`config.mk`:
```
export PLATFORM = sky130hd
export DESIGN_NAME = keypad_scan
export DESIGN_NICKNAME = d
export VERILOG_FILES = /design/src/rtl/keypad_pkg.sv /design/src/rtl/keypad_tick.sv /design/src/rtl/keypad_scan.sv
export SDC_FILE = /design/constraint.sdc
export NUM_CORES = 1
export LEC_CHECK = 0
export ABC_CLOCK_PERIOD_IN_PS = 2400
export CAP_MARGIN = 40
export CORE_MARGIN = 2
export CORE_UTILIZATION = 56
export CTS_CLUSTER_SIZE = 25
export DETAILED_ROUTE_END_ITERATION = 16
export PLACE_DENSITY_LB_ADDON = 0.2
export SLEW_MARGIN = 30
export SYNTH_ARGS = -nofsm -noshare
export SYNTH_HDL_FRONTEND = slang
export SYNTH_SLANG_ARGS = --single-unit
```
`constraint.sdc`:
```
create_clock -name CLK -period 2.4 [get_ports CLK]
set_input_delay 0.48 -clock CLK [delete_from_list [all_inputs] [get_ports CLK]]
set_output_delay 0.48 -clock CLK [all_outputs]
set_load 0.03 [all_outputs]
```
`src/rtl/keypad_pkg.sv`:
```
// Shared types and constants for the 4x4 keypad scanner.
// KEYPAD_SCAN_REPEAT_EN (in keypad_scan) enables auto-repeat.
package keypad_pkg;

   typedef enum logic [1:0] {
      SCAN,
      DEBOUNCE,
      PRESSED,
      RELEASE
   } state_t;

   localparam logic [3:0] COL_INIT = 4'b1110;
   localparam int REPEAT_FIRST = 16;
   localparam int REPEAT_NEXT = 4;

   // Lowest-numbered low bit wins.
   function automatic logic [1:0] low_idx(input logic [3:0] v);
      if (!v[0]) return 2'd0;
      else if (!v[1]) return 2'd1;
      else if (!v[2]) return 2'd2;
      else return 2'd3;
   endfunction

   function automatic logic [3:0] rotate(input logic [3:0] v);
      return {v[2:0], v[3]};
   endfunction

endpackage

```
`src/rtl/keypad_tick.sv`:
```
// Free-running scan tick: one-cycle pulse every CLK_DIV clocks.
// Used by keypad_scan; no configuration macros.
module keypad_tick #(
   parameter int CLK_DIV = 50000
) (
   input  logic CLK,
   input  logic reset,
   output logic tick
);

   localparam int W = (CLK_DIV > 1) ? $clog2(CLK_DIV) : 1;
   localparam logic [W-1:0] LAST = W'(CLK_DIV - 1);

   logic [W-1:0] cnt;

   always_ff @(posedge CLK) begin
      if (reset) cnt <= '0;
      else if (tick) cnt <= '0;
      else cnt <= cnt + 1'b1;
   end

   assign tick = (cnt == LAST);

endmodule

```
`src/rtl/keypad_scan.sv`:
```
// 4x4 keypad scanner with debounce and a held-until-ack event output.
// Define KEYPAD_SCAN_REPEAT_EN to re-raise events while a key stays held.
module keypad_scan
   import keypad_pkg::*;
#(
   parameter int CLK_DIV = 50000,
   parameter int DEBOUNCE_TICKS = 4
) (
   input  logic       CLK,
   input  logic       reset,
   output logic [3:0] col_out,
   input  logic [3:0] row_in,
   output logic [3:0] key_code,
   output logic       key_valid,
   input  logic       key_ack,
   output logic       key_held,
   output logic       overrun
);

   localparam logic [3:0] DB_LAST = 4'(DEBOUNCE_TICKS - 1);

   state_t     state, state_n;
   logic [3:0] sync1, rows;
   logic [3:0] cand, cand_n;
   logic [3:0] col_n;
   logic [3:0] cnt, cnt_n;
   logic [3:0] code_now;
   logic       tick, idle;
   logic       evt, evt_n;
   logic       held_clr;

`ifdef KEYPAD_SCAN_REPEAT_EN
   localparam logic [4:0] REP_FIRST_LAST = 5'(REPEAT_FIRST - 1);
   localparam logic [4:0] REP_NEXT_LAST = 5'(REPEAT_NEXT - 1);
   logic [4:0] rep, rep_n;
   logic       first, first_n;
`endif

   keypad_tick #(
      .CLK_DIV(CLK_DIV)
   ) u_tick (
      .CLK  (CLK),
      .reset(reset),
      .tick (tick)
   );

   assign idle = &rows;
   assign code_now = {low_idx(rows), low_idx(col_out)};

   always_ff @(posedge CLK) begin
      if (reset) begin
         sync1   <= '1;
         rows    <= '1;
         state   <= SCAN;
         col_out <= COL_INIT;
         cand    <= '0;
         cnt     <= '0;
         evt     <= 1'b0;
      end else begin
         sync1   <= row_in;
         rows    <= sync1;
         state   <= state_n;
         col_out <= col_n;
         cand    <= cand_n;
         cnt     <= cnt_n;
         evt     <= evt_n;
      end
   end

`ifdef KEYPAD_SCAN_REPEAT_EN
   always_ff @(posedge CLK) begin
      if (reset) begin
         rep   <= '0;
         first <= 1'b1;
      end else begin
         rep   <= rep_n;
         first <= first_n;
      end
   end
`endif

   always_comb begin
      state_n  = state;
      col_n    = col_out;
      cand_n   = cand;
      cnt_n    = cnt;
      evt_n    = 1'b0;
      held_clr = 1'b0;
`ifdef KEYPAD_SCAN_REPEAT_EN
      rep_n   = rep;
      first_n = first;
`endif
      if (tick) begin
         unique case (state)
            SCAN: begin
               if (idle) begin
                  col_n = rotate(col_out);
               end else begin
                  state_n = DEBOUNCE;
                  cand_n  = code_now;
                  cnt_n   = '0;
               end
            end
            DEBOUNCE: begin
               if (idle || code_now != cand) begin
                  state_n = SCAN;
                  cnt_n   = '0;
               end else if (cnt == DB_LAST) begin
                  state_n = PRESSED;
                  cnt_n   = '0;
                  evt_n   = 1'b1;
`ifdef KEYPAD_SCAN_REPEAT_EN
                  rep_n   = '0;
                  first_n = 1'b1;
`endif
               end else begin
                  cnt_n = cnt + 4'd1;
               end
            end
            PRESSED: begin
               if (idle) begin
                  state_n = RELEASE;
                  cnt_n   = '0;
               end
`ifdef KEYPAD_SCAN_REPEAT_EN
               else if (rep == (first ? REP_FIRST_LAST : REP_NEXT_LAST)) begin
                  evt_n   = 1'b1;
                  rep_n   = '0;
                  first_n = 1'b0;
               end else begin
                  rep_n = rep + 5'd1;
               end
`endif
            end
            RELEASE: begin
               if (!idle) begin
                  state_n = PRESSED;
               end else if (cnt == DB_LAST) begin
                  state_n  = SCAN;
                  cnt_n    = '0;
                  col_n    = rotate(col_out);
                  held_clr = 1'b1;
               end else begin
                  cnt_n = cnt + 4'd1;
               end
            end
            default: state_n = SCAN;
         endcase
      end
   end

   // The event is applied one edge after the FSM accepts the key.
   always_ff @(posedge CLK) begin
      if (reset) begin
         key_code  <= '0;
         key_valid <= 1'b0;
         key_held  <= 1'b0;
         overrun   <= 1'b0;
      end else begin
         if (held_clr) key_held <= 1'b0;
         if (evt) begin
            key_held <= 1'b1;
            if (!key_valid || key_ack) begin
               key_code  <= cand;
               key_valid <= 1'b1;
            end else begin
               overrun <= 1'b1;
            end
         end else if (key_ack) begin
            key_valid <= 1'b0;
         end
      end
   end

endmodule

```
Word-level counts from Yosys, hierarchy flattened:

Index checks and enable logic that the tools add are counted.
W data, S select, Z words.

* bits in registers: 46
* bits of input ports: 7
* word-level logic and storage cells: 81

* add/subtract/negate cells: 2
* equality and inequality tests: 14
* multiplexer cells: 32
* bitwise logic cells: 4
* reductions and logical operators: 17

Operators with widths (count)
* $mux W4: 8
* $mux W2: 10
* $add A16 B1 Y16 const B: 1
* $eq A16 B16 Y1 const B: 1
* $pmux W4 S4: 1
* $mux W1: 11
* $ne A2 B2 Y1 const B: 5
* $reduce_and A5 Y1: 2
* $pmux W2 S4: 1
* $pmux W4 S2: 1
* $reduce_and A4 Y1: 2
* $ne A3 B3 Y1 const B: 2
* $reduce_and A2 Y1: 3
* $reduce_bool A2 Y1: 3
* $add A4 B1 Y4 const B: 1
* $eq A2 B2 Y1 const B: 2
* $eq A4 B2 Y1 const B: 1
* $ne A4 B4 Y1: 1
* $not A1 Y1: 4
* $reduce_or A4 Y1: 1
* $reduce_and A3 Y1: 1
* $eq A2 B1 Y1 const B: 1
* $logic_not A2 Y1: 1
* $logic_or A1 B1 Y1: 2
* 3 further kinds: 3

Logic depth before layout (Yosys ltp):

Gate-level depths: netlist (run 1).

* depth after elaboration: 7
* gate-level depth with buffers: 7
* depth with buffers taken out: 7

Modules after synthesis:

From an unflattened synthesis (run 1), not the netlist that was laid out.

* cells, all modules: 223
* area total of the unflattened synthesis: 2038.2 sq um

By module, submodules not included
* keypad_scan: instances 1, cells an instance 141, area an instance 1297.5 sq um, seq. area each 600.6 sq um
* keypad_tick: instances 1, cells an instance 82, area an instance 740.7 sq um, seq. area each 320.3 sq um

Worst setup path before layout (run 1):

No wires, ideal clock.

* path type: register to register
* start: register u_tick.cnt[5]
* end: register state[1]
* library setup time: 0.128 ns
* arrival time: 1.763 ns
* data required time: 2.272 ns
* setup slack: 0.509 ns
* stages on the path, launching flop included: 7
* path buffers: 0
* cells stage by stage: dfxtp_1 > or4b_4 > nor4_4 > and2_1 > o211a_1 > o2111a_1 > nor4_2

* cells in the longest elaborated chain, start to end: 2

RTL lines
* start: declaration: line keypad_tick.sv:14 `logic [W-1:0] cnt;`
* start signal: assignment: line keypad_tick.sv:19 `else cnt <= cnt + 1'b1;`
* $eq A16 B16 Y1: line keypad_tick.sv:22 `assign tick = (cnt == LAST);`
* $reduce_and A5 Y1 (no line)
* end signal: assignment: line keypad_scan.sv:62 `state <= state_n;`
* end: declaration: line keypad_scan.sv:22 `state_t state, state_n;`

Every way passes these cells.
A chain may end at the register's enable or synchronous reset.

Final worst setup path (run 1):

* start: register col_out[0]
* end: output col_out[0]

RTL lines
* start: declaration: line keypad_scan.sv:11 `output logic [3:0] col_out,`
* start signal: assignment: line keypad_scan.sv:63 `col_out <= col_n;`

No word-level cell between the ends.

==> flow_summary.toml, run 1 <==
[run_status]
status = "complete, no violations"

[power]
comb_power_share_pct = 4.3
p_leak_nw = 0.875
power_mw = 1.22
internal_power_mw = 0.939
seqPwrFrac_pct = 64.2
swShare_pct = 22.9
ir_drop_mv = 0.451
pwr-share-clk_pct = 31.6
net-switching-power_mw = 0.279
powerDensity_nw_per_um2 = 532

[layout]
layout.nets = 257
multi_input_area_um2 = 1030
synthToLayoutAreaGrowth_pct = 13.8
ff_latch_area_um2 = 921
drive_gt1_share_pct = 12.0
nFillCells = 295
utilization_pct = 67.5
diodes = 0

[clock_network]
h-tree-depth = 2
clockBufferDepth = 2
cts_root_buf = "clkbuf_4"
clk_latency_ns = 0.36
clk_pin_slew_worst_paths_ns = 0.12
cts_tree = "done"
clock-sinks = 46
cts_resized = 0
cts_made_buffers = 5
holdBufCountCts = 0
post-cts-setup-buffer-count = 0

[sta]
grt_setup_unrepaired = "false"
finClkSkew_ns = 0.00944
tightestPinTransition_ns = 0.628
min_period_over_period_pct = 85.4
layout_min_cycle_time_ns = 2.05
fmaxAchievable_mhz = 488
relSlewSlack_pct = 57.9
hold_slack_ns = 0.423
setup_viol = 0
slew_violations = 0
tns_ns = 0
finalHoldViolCount = 0

[global_route]
grt_max_degree = 20
grt_pass1_wl_mm = 5.95
grt_antenna_before_repair = 0
grt.total_usage_pct = 18.3
grt-ovfl-total = 0
grt_pass1_vias = 1423

[synth]
ys_types = 45
syn_inst = 229
synth_edf_count = 0
ys.flop_type = "dfxtp_1"
syn_avg_cell_area_um2 = 8.78
yosys_warnings = 0
synthArstFlopShare_pct = 0
syn_nets = 238
synth-seq-cells = 46
ys_seq_area_share_pct = 45.8
synth.cell_area_um2 = 2010

[detailed_routing]
detail-route-antenna-nets = 0
drt_iter0_markers = 80
dr.pass1.iters = 4
post-route-drc-count = 0
vias = 1565
via_per_inst = 5.31
wire_per_inst_um = 11.6
drt-total-wl_mm = 3.42

[critical_path]
start_kind = "flop"
path_max_fanout = 9
critPathRequiredTime_ns = 1.92
crit_chain = "clkdlybuf4s50_1"
worst_setup_path_end_kind = "output pin"
arrival_ns = 1.57
crit_path_max_incr_delay_ns = 0.72
critical_path_buf_inv_count = 1
cp_top_family = "buffers and inverters"
cpMaxStageDelayCell = "clkdlybuf4s50_1"
crit_type = "flop to output pin"

[floorplan]
fp.dieW_um = 63.9
rows = 21
die_h_um = 63.9
start_util_pct = 59.3
die_area_um2 = 4090
io_pins = 18
coreArea_um2 = 3390

[placement]
port_buffers = 17
detailed_place_hpwl_mm = 2.45
place_congestion = 0.760

[worst_hold_path]
hp-class = "flop to flop"

[flow_run]
max-cap-violations = 0
-- layout by cell type, fill, tap and decap left out, types with 4 or more instances in the layout --
master,Yosys,layout
or2_2,9,9
a21oi_1,13,13
and3_1,7,7
clkbuf_4,0,5
nand2_1,21,21
nand3_1,13,13
mux2i_1,5,5
nand2b_1,4,4
clkdlybuf4s50_1,0,17
xor2_1,7,7
xnor2_1,7,7
nor2_1,36,36
dfxtp_1,46,46
nand4_1,6,6
inv_1,7,7
-- layout make-up --
class / instances / share of cell area (%)
Timing Repair Buffer: 20 / 8.42
Clock buffer: 6 / 2.24
Multi-Input combinational cell: 168 / 44.9
Clock inverter: 2 / 0.547
Sequential cell: 46 / 40.2
Tap cell: 46 / 2.52
Inverter: 7 / 1.15
-- sequential cells by signal (all words and copies together) (netlist names) --
name / count
cnt: 4
cand: 4
u_tick.cnt: 16
key_code: 4
sync1: 4
key_valid: 1
state: 2
col_out: 4
overrun: 1
evt: 1
key_held: 1
rows: 4
-- kinds of logic (layout without fill, tap and decap cells) --
family	Yosys count	in the layout	synth area share (%)
adder cells (fa/ha/maj)	2	2	1.24
flip-flops	46	46	45.8
multiplexers	5	5	2.49
AO/OA/AOI/OAI	26	26	8.34
AND/OR/NAND/NOR	121	121	32.9
buffers and inverters	15	35	3.11
XOR/XNOR	14	14	6.10
-- final timing paths --
kind / start / to / cells after the start / slack [ns]
worst max-delay path: col_out[0]$_SDFFE_PP0P_ / col_out[0] / 1 / 0.35
worst min register to register: sync1[1]$_SDFF_PP1_ / rows[1]$_SDFF_PP1_ / 1 / 0.42
worst max register to register: u_tick.cnt[9]$_SDFF_PP0_ / state[1]$_SDFFE_PP0P_ / 6 / 0.38
worst min-delay path: sync1[1]$_SDFF_PP1_ / rows[1]$_SDFF_PP1_ / 1 / 0.42
-- synth_stat cells, types with 2 or more instances --
| master | number | area [µm²] |
|---|---|---|
| nand2b_1 | 4 | 25.0 |
| a21oi_1 | 13 | 65.1 |
| clkbuf_1 | 5 | 18.8 |
| mux2i_1 | 5 | 50.1 |
| nor2_1 | 36 | 135 |
| nand2_1 | 21 | 78.8 |
| nand3b_1 | 2 | 15.0 |
| a31oi_1 | 2 | 12.5 |
| and4_2 | 2 | 20.0 |
| ha_1 | 2 | 25.0 |
| nor2b_1 | 2 | 12.5 |
| xnor2_1 | 7 | 61.3 |
| nor3_2 | 2 | 20.0 |
| and3_1 | 7 | 43.8 |
| and2_1 | 2 | 12.5 |
| a211o_1 | 3 | 26.3 |
| nand3_1 | 13 | 65.1 |
| o211ai_1 | 2 | 15.0 |
| or3_1 | 2 | 12.5 |
| or2_2 | 9 | 56.3 |
| xor2_1 | 7 | 61.3 |
| inv_1 | 7 | 26.3 |
| nand4_1 | 6 | 37.5 |
| nor3_1 | 2 | 10.0 |
| dfxtp_1 | 46 | 921 |
-- routing by layer --
layer / vias to the layer above / share of wire, % / track usage, % / wire, µm
li1: 827 / - / - / -
met1: 708 / 52 / 23.7 / 1760
met2: 25 / 43 / 28.9 / 1490
met3: 5 / 3.3 / 4.75 / 112
met4: 0 / 1.7 / 7.34 / 57
met5: - / 0 / 0 / 0
-- stage by stage --
| step | setup WS [ns] | cell area, µm² | std cells |
|---|---|---|---|
| 3_5_place_dp | 0.396 | 2220 | 287 |
| 6_report | 0.350 | 2290 | 295 |
| 4_1_cts | 0.346 | 2290 | 295 |
| 2_1_floorplan | 0.509 | 2010 | 229 |
| 3_3_place_gp | 0.426 | 2220 | 287 |
| 5_1_grt | 0.227 | 2290 | 295 |
-- power groups by stage --
stage	Combinational (mW)	Sequential, mW	Clock, mW
after floorplan	0.0335	0.797	0
after global placement	0.0508	0.798	0
after detailed placement	0.0524	0.799	0
after CTS	0.0526	0.782	0.396
after global routing	0.0584	0.784	0.422
final	0.0521	0.782	0.385
Power figures use the tool's default switching activity.
==> inputs of run 2 (changes only) <==
Settings changed: CTS_CLUSTER_SIZE 25 to default.
==> results of run 2 <==
No change in the layout: final DEF, timing and power equal those of run 1.
